**src/rtl/switch_cmd_encoder_pkg.sv**
```systemverilog
// Shared constants, output FSM states and the command-byte encoder used by
// switch_cmd_encoder.
package switch_cmd_encoder_pkg;

  localparam int unsigned PayloadW = 6;

  localparam logic [7:0] CmdIgnore = 8'b000000_11;

  localparam logic [1:0] ChControl = 2'b00;
  localparam logic [1:0] ChTarget  = 2'b11;

  typedef enum logic [0:0] {
    StIdle,
    StPend
  } out_state_e;

  // Out-of-range selects collapse to the fixed IGNORE byte, whatever the channel.
  function automatic logic [7:0] encode_cmd(input logic [PayloadW-1:0] sel,
                                            input logic [PayloadW-1:0] sel_max,
                                            input logic [1:0]          channel);
    return (sel > sel_max) ? CmdIgnore : {sel, channel};
  endfunction

endpackage

```
**src/rtl/switch_cmd_encoder_debouncer.sv**
```systemverilog
// Two-flop synchroniser plus stability counter for a switch bank. Pulses
// stable_pulse once when the synchronised value has held for CNT cycles.
module switch_cmd_encoder_debouncer #(
  parameter int unsigned W   = 5,
  parameter int unsigned CNT = 5000000
) (
  input  logic         clk,
  input  logic         rst,
  input  logic [W-1:0] sw_raw,
  output logic [W-1:0] settled,
  output logic         stable_pulse,
  output logic         changed,
  output logic         settling
);

  localparam int unsigned       CntW    = $clog2(CNT + 1);
  localparam logic [CntW-1:0]   CntMax  = CntW'(CNT);
  localparam logic [CntW-1:0]   CntLast = CntW'(CNT - 1);

  logic [W-1:0]    sync1_q, sync2_q, prev_q;
  logic [CntW-1:0] cnt_q, cnt_d;
  logic            settling_q, settling_d;

  assign changed      = (sync2_q != prev_q);
  assign stable_pulse = !changed && (cnt_q == CntLast);
  assign settled      = prev_q;
  assign settling     = settling_q;

  always_comb begin
    cnt_d      = cnt_q;
    settling_d = settling_q;
    if (changed) begin
      cnt_d      = '0;
      settling_d = 1'b1;
    end else if (cnt_q != CntMax) begin
      cnt_d = cnt_q + 1'b1;
      if (stable_pulse) settling_d = 1'b0;
    end
  end

  always_ff @(posedge clk) begin
    if (rst) begin
      sync1_q    <= '0;
      sync2_q    <= '0;
      prev_q     <= '0;
      cnt_q      <= '0;
      settling_q <= 1'b0;
    end else begin
      sync1_q    <= sw_raw;
      sync2_q    <= sync1_q;
      prev_q     <= sync2_q;
      cnt_q      <= cnt_d;
      settling_q <= settling_d;
    end
  end

endmodule

```
**src/rtl/switch_cmd_encoder.sv**
```systemverilog
// Debounced switch bank to {payload, channel} command byte, presented on a
// valid/ready handshake with optional periodic resend of the last byte.
module switch_cmd_encoder
  import switch_cmd_encoder_pkg::*;
#(
  parameter int unsigned SEL_W         = 5,
  parameter int unsigned DEBOUNCE_CNT  = 5000000,
  parameter int unsigned SEL_MAX       = 20,
  parameter logic [1:0]  CHANNEL_ID    = ChTarget,
  parameter int unsigned RESEND_CYCLES = 0
) (
  input  logic             clk,
  input  logic             rst,
  input  logic [SEL_W-1:0] select_switches,
  input  logic             out_ready,
  output logic             out_valid,
  output logic [7:0]       data,
  output logic             busy_settling
);

  // SEL_MAX beyond the bank's range means no value is ever out of range.
  localparam int unsigned         SelLimit  = (1 << SEL_W) - 1;
  localparam int unsigned         SelMaxSat = (SEL_MAX > SelLimit) ? SelLimit : SEL_MAX;
  localparam logic [PayloadW-1:0] SelMaxP   = PayloadW'(SelMaxSat);
  localparam bit                  ResendEn  = (RESEND_CYCLES > 0);
  localparam int unsigned         TimerW    = (RESEND_CYCLES > 1) ? $clog2(RESEND_CYCLES) : 1;
  localparam logic [TimerW-1:0]   TimerLast = TimerW'(ResendEn ? RESEND_CYCLES - 1 : 0);

  logic [SEL_W-1:0]  settled, last_sel_q;
  logic              stable_pulse, changed, settling;
  logic              last_ok_q;
  logic              commit, fire;
  logic [7:0]        new_byte, resend_byte;
  out_state_e        state_q, state_d;
  logic [7:0]        data_q, data_d;
  logic [TimerW-1:0] timer_q, timer_d;

  switch_cmd_encoder_debouncer #(
    .W   (SEL_W),
    .CNT (DEBOUNCE_CNT)
  ) u_debouncer (
    .clk          (clk),
    .rst          (rst),
    .sw_raw       (select_switches),
    .settled      (settled),
    .stable_pulse (stable_pulse),
    .changed      (changed),
    .settling     (settling)
  );

  // A settle back onto the value already sent is not a new command.
  assign commit = stable_pulse && (!last_ok_q || (settled != last_sel_q));
  assign fire   = ResendEn && last_ok_q && (state_q == StIdle) && !settling &&
                  (timer_q == TimerLast);

  assign new_byte    = encode_cmd(PayloadW'(settled), SelMaxP, CHANNEL_ID);
  assign resend_byte = encode_cmd(PayloadW'(last_sel_q), SelMaxP, CHANNEL_ID);

  always_comb begin
    timer_d = timer_q;
    if (commit || changed || fire) begin
      timer_d = '0;
    end else if (ResendEn && last_ok_q && (state_q == StIdle) && !settling) begin
      timer_d = timer_q + 1'b1;
    end
  end

  always_comb begin
    state_d = state_q;
    data_d  = data_q;
    unique case (state_q)
      StIdle: begin
        if (commit) begin
          data_d  = new_byte;
          state_d = StPend;
        end else if (fire) begin
          data_d  = resend_byte;
          state_d = StPend;
        end
      end
      StPend: begin
        if (commit) begin
          data_d = new_byte;
        end else if (out_ready) begin
          state_d = StIdle;
        end
      end
      default: state_d = StIdle;
    endcase
  end

  always_ff @(posedge clk) begin
    if (rst) begin
      state_q    <= StIdle;
      data_q     <= '0;
      timer_q    <= '0;
      last_sel_q <= '0;
      last_ok_q  <= 1'b0;
    end else begin
      state_q <= state_d;
      data_q  <= data_d;
      timer_q <= timer_d;
      if (commit) begin
        last_sel_q <= settled;
        last_ok_q  <= 1'b1;
      end
    end
  end

  assign out_valid     = (state_q == StPend);
  assign data          = data_q;
  assign busy_settling = settling;

endmodule

```
**config.mk**
```make
export PLATFORM = sky130hd
export DESIGN_NAME = switch_cmd_encoder
export DESIGN_NICKNAME = d
export VERILOG_FILES = /design/src/rtl/switch_cmd_encoder_pkg.sv /design/src/rtl/switch_cmd_encoder_debouncer.sv /design/src/rtl/switch_cmd_encoder.sv
export SDC_FILE = /design/constraint.sdc
export NUM_CORES = 1
export LEC_CHECK = 0
export ABC_AREA = 0
export CORE_MARGIN = 1.5
export CORE_UTILIZATION = 30
export DETAILED_ROUTE_END_ITERATION = 10
export PLACE_DENSITY = 0.47
export SETUP_SLACK_MARGIN = 0.1
export SYNTH_ARGS = -nofsm -noshare
export SYNTH_HDL_FRONTEND = slang
export SYNTH_SLANG_ARGS = --single-unit
```
**constraint.sdc**
```tcl
create_clock -name clk -period 1.96 [get_ports clk]
set_clock_uncertainty 0.15 [all_clocks]
set_input_delay 0.392 -clock clk [delete_from_list [all_inputs] [get_ports clk]]
set_output_delay 0.392 -clock clk [all_outputs]
set_load 0.05 [all_outputs]
```
==> results.txt, run 1 <==
Entering global routing, the biggest net connects 33 pins. The number of CTS-inserted buffers is 5. Wires add up to between 4 and 5 mm. In this run the critical register-to-register path is captured at data[5].

The placeable core region came out at about 7200 um2. The type of the worst setup path is reg -> reg. The floorplan has 31 rows. Summing all multi-input logic gate instances after layout gives 1180 um2. The diode insertion count for antenna repair came out at 0. The first routing iteration left 73 violations. For the worst setup path, the data arrival time is roughly 2.1 ns. The initial antenna violation count came out at 0. The start point of the worst min-delay path is u_debouncer.sync1_q[0].

The cell at the root of the clock tree is sky130_fd_sc_hd__clkbuf_8. Once layout is complete, the cells apart from fillers number just under 400. The signal on the critical path passes through nor4b_4 > nand3_2 > or4_4 > buf_6 > nor2_8 > mux2i_1. The sequential fraction of the synthesis area is 0.458. The proportion of layout cells with a drive suffix above 1 came out at 0.275. The final layout contains about 300 nets.

Based on the critical path, the design can be clocked at up to 0.512 GHz. The total of buffers placed on input and output ports is 16. The worst hold path stage count is 1. The shortest clock period the worst path allows after layout came out at slightly below 2 ns. The library cell contributing the largest single delay on the critical path is sky130_fd_sc_hd__or4_4. The count of mapped cells out of synthesis came out at between 200 and 250. STA classifies the critical path endpoint as a register. The count of maximum capacitance violations came out at 0. The hold buffer count at cts is 0.

The count of unresolved DRC violations after routing is 0. Setup repair after global routing could not meet its margin everywhere. The number of cells on the worst reg-to-reg path is 6. The area growth from synthesis to layout is 30.2%. The placed instance count came out at approximately 380. The number of enable-type register cells in the synthesized netlist is 0. The largest area contributor in the netlist is sky130_fd_sc_hd__dfxtp_1. The count of clock tree sinks is 51. The per-instance average area after synthesis came out at a little over 9 um2. Dividing the final minimum period by the clock period gives 0.996. Synthesis produced a netlist with a net count of ~250. The number of global-route vias before repair is 1580. The H-tree level count is 2. The final max-slew violation count came out at 0. During I/O placement, the number of pins put on the boundary was 18.

The first global-routing pass estimated between 7 and 8 mm of wire. The post-detailed-route via-to-cell ratio is approximately 4.4. The utilization after layout came out at 0.402. The worst voltage drop across the vdd grid came out at 0.000288 V. The setup slack of the worst register-to-register path is roughly 0.0088 ns. The final setup violation count came out at 0. The fraction of post-synthesis cell area in the top cell type by area came out at 0.458. From left edge to right edge, the die measures slightly below 90 um. After global routing the overflow that remains totals 0. In this run, synthesis produced a sequential element count of 51. For this run, the total global-route usage over all layers was measured as 0.122.

The area used by sequential logic in the layout is ~1000 um2. The Yosys warning count came out at 0. The vertical extent of the die came out at around 89 um. Power spread over the standard cell area amounts to 637 nW/um2. On the worst path, the slowest cell contributes a delay of about 0.49 ns.

The leakage power summed over all cells came out at around 1.1 nW. The final RePlAce weighted congestion came out at approximately 0.76. The terminating pin of the worst hold path is u_debouncer.sync2_q[0]. The number of fill cells in the layout is about 760. The clock latency at the later pin of the worst-skew pair came out at ~0.31 ns.

The run finished with clean final reports. The synthesized area came out at roughly 2200 um2. The TritonCTS clock tree is yes. The instance area at placement is ~2700 um2. The hold violation count in the final report is 0. Clock-pin slew was measured on the worst setup and hold paths at 0.10 ns. In this run, distinct cell masters in the synthesized netlist total 36. The worst-case clock buffer depth came out at 2. For this configuration, the core starts out at a cell density of 0.309. The design area is 2900 um2. The async set-reset flop share out of synthesis came out at 0. The maximum net fanout on the critical path came out at 6. The total iterations of the first detailed-routing run is 6. The die area is 7950 um2. The routed layout has roughly 1700 vias. Data on the critical path is required at its endpoint by a little over 2 ns. The post-detailed-route count of antenna-violating nets came out at 0. The path class of the tightest hold or removal check is reg -> reg.

The routed wirelength normalized by instance count is around 11 um. The worst setup path is launched from a register. By area the synthesized netlist is led by sky130_fd_sc_hd__dfxtp_1 (46%), sky130_fd_sc_hd__xor2_1 (6.7%), sky130_fd_sc_hd__xnor2_1 (5.5%).

Among all flip-flop cells after synthesis, the most frequent one is sky130_fd_sc_hd__dfxtp_1. Summed over all nets, the half-perimeter wirelength after detailed placement is 3.16 mm. The beginning of the worst register-to-register path is u_debouncer.cnt_q[7].
[registers in the layout, summed over array words and instances, names as in the netlist]
register	flops
u_debouncer.cnt_q	23
data	6
last_sel_q	5
u_debouncer.settled	5
u_debouncer.sync1_q	5
u_debouncer.sync2_q	5
out_valid	1
u_debouncer.settling	1
[cell type report]
type                    instances  area share
multi-input cells             175       0.407
flip-flops and latches         51       0.356
repair buffers                 58       0.158
well taps                      99      0.0427
clock buffers                   5      0.0237
clock inverters                 3     0.00906
inverters                       3     0.00388
[worst max-delay path: cells and delay by family, from the launching register on]
kind	cells	cell delay [ns]
buffers and inverters	1	0.15
DFF	1	0.34
muxes	1	0.19
and+or+nand+nor	4	1.06
[cells in the final DEF (no fill, tap or decap), types with 3 or more instances in the layout]
master / n
sky130_fd_sc_hd__dfxtp_2: 4
sky130_fd_sc_hd__o21ai_0: 7
sky130_fd_sc_hd__buf_4: 50
sky130_fd_sc_hd__clkbuf_8: 5
sky130_fd_sc_hd__nor3_1: 5
sky130_fd_sc_hd__nor2b_1: 16
sky130_fd_sc_hd__inv_1: 3
sky130_fd_sc_hd__xnor2_1: 14
sky130_fd_sc_hd__nand3_1: 18
sky130_fd_sc_hd__clkdlybuf4s50_1: 7
sky130_fd_sc_hd__a21oi_1: 7
sky130_fd_sc_hd__and3_1: 4
sky130_fd_sc_hd__nand2_1: 9
sky130_fd_sc_hd__dfxtp_1: 45
sky130_fd_sc_hd__xor2_1: 17
sky130_fd_sc_hd__nand2b_1: 6
sky130_fd_sc_hd__nand4_1: 8
sky130_fd_sc_hd__nor2_1: 32
sky130_fd_sc_hd__mux2i_1: 6
[Yosys cell counts, types with 2 or more instances]
library cell	count
sky130_fd_sc_hd__and3_1	5
sky130_fd_sc_hd__buf_4	3
sky130_fd_sc_hd__clkbuf_1	8
sky130_fd_sc_hd__nor4_1	2
sky130_fd_sc_hd__nand2_1	9
sky130_fd_sc_hd__xnor2_1	14
sky130_fd_sc_hd__nand4_1	8
sky130_fd_sc_hd__nor3_1	6
sky130_fd_sc_hd__and4_1	2
sky130_fd_sc_hd__dfxtp_1	51
sky130_fd_sc_hd__xor2_1	17
sky130_fd_sc_hd__nand3_1	20
sky130_fd_sc_hd__nor2b_1	16
sky130_fd_sc_hd__buf_2	4
sky130_fd_sc_hd__mux2i_1	6
sky130_fd_sc_hd__ha_1	2
sky130_fd_sc_hd__o21ai_0	7
sky130_fd_sc_hd__nand2b_1	6
sky130_fd_sc_hd__inv_1	3
sky130_fd_sc_hd__nor2_1	32
sky130_fd_sc_hd__a21oi_1	8
[how the worst max path moves through the flow]
stage | from | end | cells after the start
detailed placement | u_debouncer.cnt_q[20] | data[5] | 6
floorplan | u_debouncer.cnt_q[20] | data[2] | 6
global route | u_debouncer.cnt_q[7] | data[2] | 6
CTS | u_debouncer.cnt_q[12] | data[5] | 6
global placement | u_debouncer.cnt_q[20] | data[5] | 6
finish | u_debouncer.cnt_q[7] | data[5] | 6
[power by group]
group	leakage, nW	total (mW)	switching (mW)	internal [mW]
Sequential	0.417	1.06	0.00941	1.05
Clock	0.0491	0.652	0.388	0.264
Combinational	0.622	0.133	0.0712	0.0617
[layer usage]
metal | GRT usage | part of all wire | vias to the layer above
li1 | - | - | 914
met1 | 0.176 | 0.53 | 790
met2 | 0.172 | 0.42 | 31
met3 | 0.0286 | 0.031 | 5
met4 | 0.0545 | 0.019 | 0
met5 | 0 | 0 | -
[cells by family after synthesis]
kind of cell,Yosys count,synth area share
AO/OA/AOI/OAI,17,0.0405
XOR/XNOR,31,0.122
adder cells (fa/ha/maj),2,0.0112
buffers and inverters,18,0.0376
flip-flops,51,0.458
multiplexers,6,0.0270
other,1,0.00168
AND/OR/NAND/NOR,118,0.302
[repair_timing]
| action | in CTS | in global routing |
|---|---|---|
| gates cloned | 0 | 0 |
| endpoints found under the setup margin | 10 | 13 |
| gates resized for setup | 6 | 7 |
| pin swaps | 6 | 4 |
| setup buffers | 2 | 1 |
[per-stage QoR]
stage / hold WS (ns) / setup TNS [ns] / setup WS [ns] / power, mW
floorplan: 0.264 / 0 / 0.0581 / 1.16
global placement: 0.268 / -0.0390 / -0.0110 / 1.22
detailed placement: 0.270 / -0.182 / -0.0510 / 1.22
CTS: 0.297 / -0.139 / -0.0422 / 1.87
global route: 0.314 / -0.302 / -0.0584 / 1.93
finish: 0.295 / 0 / 0.00876 / 1.85
(Power assumes the default switching activity.)
==> run 2: changes to the inputs <==
--- a/config.mk
+++ b/config.mk
@@ -6,10 +6,12 @@
 export NUM_CORES = 1
 export LEC_CHECK = 0
 export ABC_AREA = 0
+export CELL_PAD_IN_SITES_DETAIL_PLACEMENT = 0
+export CELL_PAD_IN_SITES_GLOBAL_PLACEMENT = 2
 export CORE_MARGIN = 1.5
 export CORE_UTILIZATION = 30
 export DETAILED_ROUTE_END_ITERATION = 10
-export PLACE_DENSITY = 0.47
+export PLACE_DENSITY = 0.69
 export SETUP_SLACK_MARGIN = 0.1
 export SYNTH_ARGS = -nofsm -noshare
 export SYNTH_HDL_FRONTEND = slang
==> run 2 against run 1 <==
Clock-buffer cell count stayed put. Wire length is 5.9% higher. Highest routed layer unchanged. Cell count is 0.76% higher. Sequential share of layout area is 0.65 points lower. Core utilization is 0.85 points higher. Register-to-register slack hardly changed.
==> results.txt, run 2 (synthesis gave the netlist of run 1 again) <==
The post-detailed-route count of antenna-violating nets came out at 0. The repair_antennas step left the layout with diodes totalling 0. For the worst flop-to-flop path, the logic depth is 7.

The number of global-route vias before repair was 1630. The placeable core region is between 7000 and 8000 um2. The iteration-0 DRC count of the detailed router is between 80 and 90. By startpoint and endpoint, the worst setup path is classified as reg -> reg. The instance area at placement is ~2800 um2. After routing the design area is approximately 3000 um2. The die is 89.2 um wide. In this run the register-to-register setup slack is roughly 0.0031 ns. The endpoint identified for the worst register-to-register timing path is data[4].

The data required time of the critical path is 2.06 ns. The H-tree level count came out at 2. The count of clock tree sinks is slightly above 50. The beginning of the worst register-to-register path is u_debouncer.cnt_q[10]. The cell family contributing the most delay on the critical path is simple AND/OR/NAND/NOR gates. The cell at the root of the clock tree is sky130_fd_sc_hd__clkbuf_8. In this run, CTS created clock tree buffers numbering 5. The layout overhead on the synthesized area is 32.9%. Summed over all layers, the routed wires come to approximately 4.7 mm. The highest attainable clock frequency came out at 0.511 GHz. Leaving out fill and tap cells, the most frequent cells in the layout are sky130_fd_sc_hd__buf_4 (51), sky130_fd_sc_hd__dfxtp_1 (43), sky130_fd_sc_hd__nor2_1 (32). The clock latency at the later pin of the worst-skew pair came out at 0.31 ns. The routed wirelength normalized by instance count is 11.7 um. The final RePlAce weighted congestion is roughly 0.80.

The post-detailed-route via-to-cell ratio came out at between 4 and 5. The critical path buffer and inverter count is 2. The count of maximum capacitance violations came out at 0. The routed via count came out at roughly 1800. The worst hold path stage count came out at 1. The maximum net fanout on the critical path is 6. The number of placement rows came out at 31. The worst voltage drop across the vdd grid came out at 0.000465 V. Clock-pin slew was measured on the worst setup and hold paths at 0.11 ns.

Among all stages on the critical path, the largest delay is contributed by sky130_fd_sc_hd__or4_4. The proportion of layout cells with a drive suffix above 1 is 0.292. Walking the worst path, the cells encountered are nor4b_4 > buf_4 > nand3_2 > or4_4 > buf_6 > nor2_8 > mux2i_1. The worst hold path belongs to the class reg -> reg. The total routing resource utilization after global routing is 0.127. The number of nets in the finished design is 307. The leftover overflow at the end of global routing is 0. The worst hold path begins at u_debouncer.sync1_q[0].

Setup repair after global routing could not meet its margin everywhere. The worst-case clock buffer depth came out at 2. The die area came out at just under 8000 um2.

The worst setup path is captured at a register. The final max-slew violation count is 0. The count of unresolved DRC violations after routing came out at 0. The initial utilization of the core area, before any placement, comes to 0.309.

The number of top-level pins is 18. The TritonCTS clock tree is yes. The terminating pin of the worst hold path is u_debouncer.sync2_q[0].

The flip-flop count of the largest register after layout is 23. The shortest clock period the worst path allows after layout is just under 2 ns. The arrival time of data at the critical path endpoint is 2.06 ns. The final setup violation count came out at 0. The initial antenna violation count is 0. After legalization and detailed placement, the total HPWL measured 3.30 mm. The wire length of the first global-routing pass came out at 7.73 mm. The run finished with clean final reports.

The highest cell delay on the worst timing path came out at 0.42 ns. The total iterations of the first detailed-routing run came out at 4. The hold violation count in the final report came out at 0. The total of buffers placed on input and output ports is 16. The number of fill cells in the layout came out at roughly 730. Entering global routing, the biggest net connects 33 pins.

The leakage power summed over all cells came out at roughly 1.1 nW. The library cell used most frequently in the layout, excluding fill and tap cells, is sky130_fd_sc_hd__buf_4. The cell area power density came out at 629 nW/um2.

Hold is met by about 0.3 ns. The type of element launching the critical path is a register. Measured along the y axis, the die boundary spans 89.2 um. In the finished design, the share of the clock period the worst path needs comes to 0.998. Counting flops per register, the top entry is u_debouncer.cnt_q.
==> run 2: metrics by stage <==
step | power [mW] | std cells | setup WS [ns] | util | setup TNS, ns
after floorplan | 1.16 | 244 | 0.0581 | - | 0
after global placement | 1.22 | 387 | 0.0178 | 0.385 | 0
after detailed placement | 1.22 | 387 | -0.0375 | 0.385 | -0.115
after CTS | 1.89 | 396 | -0.0170 | 0.403 | -0.0219
after global routing | 1.95 | 397 | -0.113 | 0.410 | -0.796
final | 1.86 | 397 | 0.00307 | 0.410 | 0
==> run 2: how the worst max path moves through the flow <==
stage	slack [ns]	startpoint	end	cells after the start
after floorplan	0.06	u_debouncer.cnt_q[20]	data[2]	6
after global placement	0.02	u_debouncer.settled[0]	data[6]	6
after detailed placement	-0.04	u_debouncer.cnt_q[20]	data[4]	6
after CTS	-0.02	u_debouncer.cnt_q[16]	data[4]	6
after global routing	-0.11	u_debouncer.cnt_q[10]	data[2]	7
final	0.003	u_debouncer.cnt_q[10]	data[4]	7
==> run 2: final cells by class <==
type | instances | area, um2 | share of cell area
Clock inverter | 3 | 26.3 | 0.00888
Timing Repair Buffer | 61 | 495 | 0.167
Inverter | 3 | 11.3 | 0.00380
Clock buffer | 5 | 68.8 | 0.0232
Sequential cell | 51 | 1040 | 0.350
Multi-Input combinational cell | 175 | 1200 | 0.405
Tap cell | 99 | 124 | 0.0418
==> run 2: report_power, final <==
| group | switching [mW] | leakage [nW] | internal, mW | total, mW |
|---|---|---|---|---|
| logic | 0.0753 | 0.650 | 0.0662 | 0.141 |
| clock network | 0.393 | 0.0510 | 0.267 | 0.659 |
| registers | 0.00911 | 0.418 | 1.05 | 1.06 |
==> run 2: repair_timing <==
| action | 4_1_cts | 5_1_grt |
|---|---|---|
| endpoints found under the setup margin | 10 | 14 |
| gates resized for setup | 9 | 11 |
| hold buffers | 0 | 0 |
| buffers inserted | 1 | 1 |
| pin swaps | 5 | 3 |
==> run 2: routing by layer <==
| layer | routed length [um] | track usage | vias up |
|---|---|---|---|
| met2 | 1960 | 0.178 | 25 |
| met5 | 0 | 0 | - |
| met3 | 149 | 0.0277 | 5 |
| li1 | - | - | 921 |
| met4 | 44 | 0.0420 | 0 |
| met1 | 2510 | 0.191 | 816 |
==> run 3: changes to the inputs <==
--- a/config.mk
+++ b/config.mk
@@ -12,7 +12,6 @@
 export CORE_UTILIZATION = 30
 export DETAILED_ROUTE_END_ITERATION = 10
 export PLACE_DENSITY = 0.69
-export SETUP_SLACK_MARGIN = 0.1
 export SYNTH_ARGS = -nofsm -noshare
 export SYNTH_HDL_FRONTEND = slang
 export SYNTH_SLANG_ARGS = --single-unit
==> run 3 against run 2 <==
The run now ends with negative setup slack left. First-iteration DRC count decreased by 20%. Global-route usage shrank 0.20 points. Final area fell by 2.9%. Non-clock buffer count is 6 lower. Total power rose by 4.3%. Worst hold slack got worse by 0.0011 ns. Via count is 1.8% lower. Critical endpoint unchanged. Sequential power barely moved. Largest cell class unchanged. Worst setup slack got worse by 0.011 ns. Cell count is 1.5% lower.
==> results.txt, run 3 (synthesis gave the netlist of run 1 again) <==
The floorplan has 31 rows. The final reports fail on negative setup slack. The final instance count without filler cells came out at 391. Of the total power, the clock network draws 0.385. The critical path is of the reg -> reg type. Adding up every negative setup slack in the final design gives -0.00787 ns.

The met3 track utilization from global routing came out at 0.0277. The worst-case clock buffer depth is 2. The count of unresolved DRC violations after routing came out at 0. The total iterations of the first detailed-routing run is 4. After global routing, the most crowded layer is met2. More flip-flops sit in one register than any other, and that register is u_debouncer.cnt_q.

The flip-flop count of the largest register after layout is 23. The H-tree level count is 2. The final RePlAce weighted congestion came out at ~0.7. The die area came out at just under 8000 um2. The post-CTS clock slew at the launch and capture registers of the worst setup and hold paths came out at 0.10 ns. Tracing the worst setup path back leads to its startpoint at u_debouncer.cnt_q[16]. In this run the clock root is driven by a sky130_fd_sc_hd__clkbuf_8. The die boundary width is approximately 90 um. The top cell types in the final layout, fill and taps aside, are sky130_fd_sc_hd__buf_4 (47), sky130_fd_sc_hd__dfxtp_1 (45), sky130_fd_sc_hd__nor2_1 (32). The depth of the worst register-to-register path is 5. Dividing the final minimum period by the clock period gives 1.00. The HPWL after detailed placement came out at between 3 and 4 mm. The diode insertion count for antenna repair came out at 0. The wire length of the first global-routing pass is 7.58 mm. The shortest clock period the worst path allows after layout is around 2.0 ns. Summed over all layers, the global routing overflow is 0.

The data required time of the critical path came out at a little over 2 ns. The analysis attributes to cell leakage a power of 1.08 nW. The global routing met1 resource utilization is 0.166. Pin placement for this block handled 18 I/O pins. Dividing the detail-routed via count by the number of cells gives 4.44. The routed wire length came out at 4.47 mm. The hold violation count in the final report was 0. Clock latency on the worst-skew pair, taken at its later pin, is a little over 0.3 ns. The analysis attributes to net switching a power of 445 uW. The post-route worst setup slack is -0.00787 ns.

The terminus of the critical flop-to-flop path is data[4]. For hold timing, the worst endpoint is u_debouncer.sync2_q[0]. Internal power comes to between 1 and 1.5 mW. The detailed router finished its first iteration with 68 violations. The path class of the tightest hold or removal check is reg -> reg. The final route contains around 1700 vias. The maximum net fanout on the critical path came out at 6. The proportion of total power due to net switching came out at 0.229. The final max-slew violation count came out at 0. The count of maximum capacitance violations is 0. The initial antenna violation count was 0.

The vertical extent of the die came out at around 90 um. Setup repair after global routing could not meet its margin everywhere. The number of CTS-inserted buffers is 5. The number of fill cells in the layout came out at between 700 and 800. The initial core utilization came out at 0.309. The highest attainable clock frequency came out at 0.508 GHz. The number of nets in the finished design came out at between 300 and 400.

The start point of the worst min-delay path is u_debouncer.sync1_q[0]. The worst hold path stage count is 1. The placed instance count came out at about 380. The total routing resource utilization after global routing is 0.125. In the final layout, the multi-input gates occupy 1150 um2. For this design the ratio of total power to cell area is between 600 and 700 nW/um2.

The proportion of layout cells with a drive suffix above 1 came out at 0.253. Buffers placed on the I/O ports in this run total 16. The maximum number of pins on one net before global-route repair came out at 33. Counting every sink on the clock net gives 51. The number of global-route vias before repair is 1652. STA classifies the critical path endpoint as a register. The share of total power dissipated in sequential elements is 0.547. The library cell used most frequently in the layout, excluding fill and tap cells, is sky130_fd_sc_hd__buf_4. The area used by sequential logic in the layout came out at a little over 1000 um2.

The global-route met2 utilization came out at 0.198. The post-detailed-route count of antenna-violating nets came out at 0. The worst voltage drop across the vdd grid is approximately 0.00032 V. Relative to the synthesized area, the layout overhead comes to 29.0%.

The run finished, with violations left. The TritonCTS clock tree is yes. The type of element launching the critical path is a register. The arrival time of data at the critical path endpoint came out at between 2 and 2.5 ns. The setup slack of the worst register-to-register path came out at -0.008 ns. The part of the power in combinational logic came out at 0.068. The final setup violation count is 1.

The startpoint identified for the worst register-to-register timing path is u_debouncer.cnt_q[16]. The region available for standard cell placement spans a little over 7000 um2. The routed wirelength normalized by instance count is ~11 um.
## run 3: cell count changes in the layout (fill, tap and decap cells not counted), moves of 2 or more
cell | previous run | this run
sky130_fd_sc_hd__buf_4 | 51 | 47
sky130_fd_sc_hd__dfxtp_1 | 43 | 45
sky130_fd_sc_hd__buf_6 | 2 | 0
sky130_fd_sc_hd__dfxtp_4 | 2 | 0
## run 3: how the worst max path moves through the flow
stage / end / slack (ns) / cells after the start
finish: data[4] / -0.008 / 5
global route: data[4] / -0.08 / 5
CTS: data[4] / -0.05 / 6
detailed placement: data[4] / -0.05 / 6
global placement: data[6] / 0.02 / 7
floorplan: data[2] / 0.03 / 7
## run 3: layout make-up
cell class              count  area share
flip-flops and latches     51       0.358
repair buffers             55       0.154
multi-input cells         175       0.401
well taps                  99      0.0431
clock buffers               5      0.0239
clock inverters             3      0.0161
inverters                   3     0.00392
## run 3: layer usage
layer,wire (um),vias to the layer above,part of all wire
li1,-,911,-
met1,2260,799,0.51
met2,2020,20,0.45
met3,107,6,0.024
met4,74,0,0.017
met5,0,-,0
## run 3: stage by stage
| step | util | cell area, um2 | setup WS (ns) | hold slack [ns] | total power, mW |
|---|---|---|---|---|---|
| 5_1_grt | 0.398 | 2870 | -0.0845 | 0.306 | 2.02 |
| 3_5_place_dp | 0.377 | 2720 | -0.0475 | 0.273 | 1.22 |
| 6_report | 0.398 | 2870 | -0.00787 | 0.295 | 1.94 |
| 4_1_cts | 0.397 | 2860 | -0.0466 | 0.297 | 1.98 |
| 3_3_place_gp | 0.377 | 2720 | 0.0153 | 0.266 | 1.22 |
| 2_1_floorplan | - | 2240 | 0.0280 | 0.264 | 1.16 |
## run 3: power groups by stage
stage	combinational, mW	clock, mW	sequential [mW]
2_1_floorplan	0.0679	0	1.10
3_3_place_gp	0.131	0	1.09
3_5_place_dp	0.133	0	1.09
4_1_cts	0.133	0.782	1.06
5_1_grt	0.146	0.809	1.07
6_report	0.131	0.748	1.06
## run 3: timing repair
action | 4_1_cts | 5_1_grt
hold buffers | 0 | 0
resized for setup | 4 | 6
endpoints found under the hold margin | 0 | 0
buffers inserted | 2 | 1
pin swaps | 2 | 6
endpoints found under the setup margin | 5 | 10
## run 3: worst max-delay path, stage by stage (launching register included)
cell,delay [ns]
sky130_fd_sc_hd__dfxtp_2,0.34
sky130_fd_sc_hd__nor4b_4,0.31
sky130_fd_sc_hd__nand4_2,0.15
sky130_fd_sc_hd__or4_4,0.57
sky130_fd_sc_hd__nor2_8,0.16
sky130_fd_sc_hd__mux2i_1,0.21
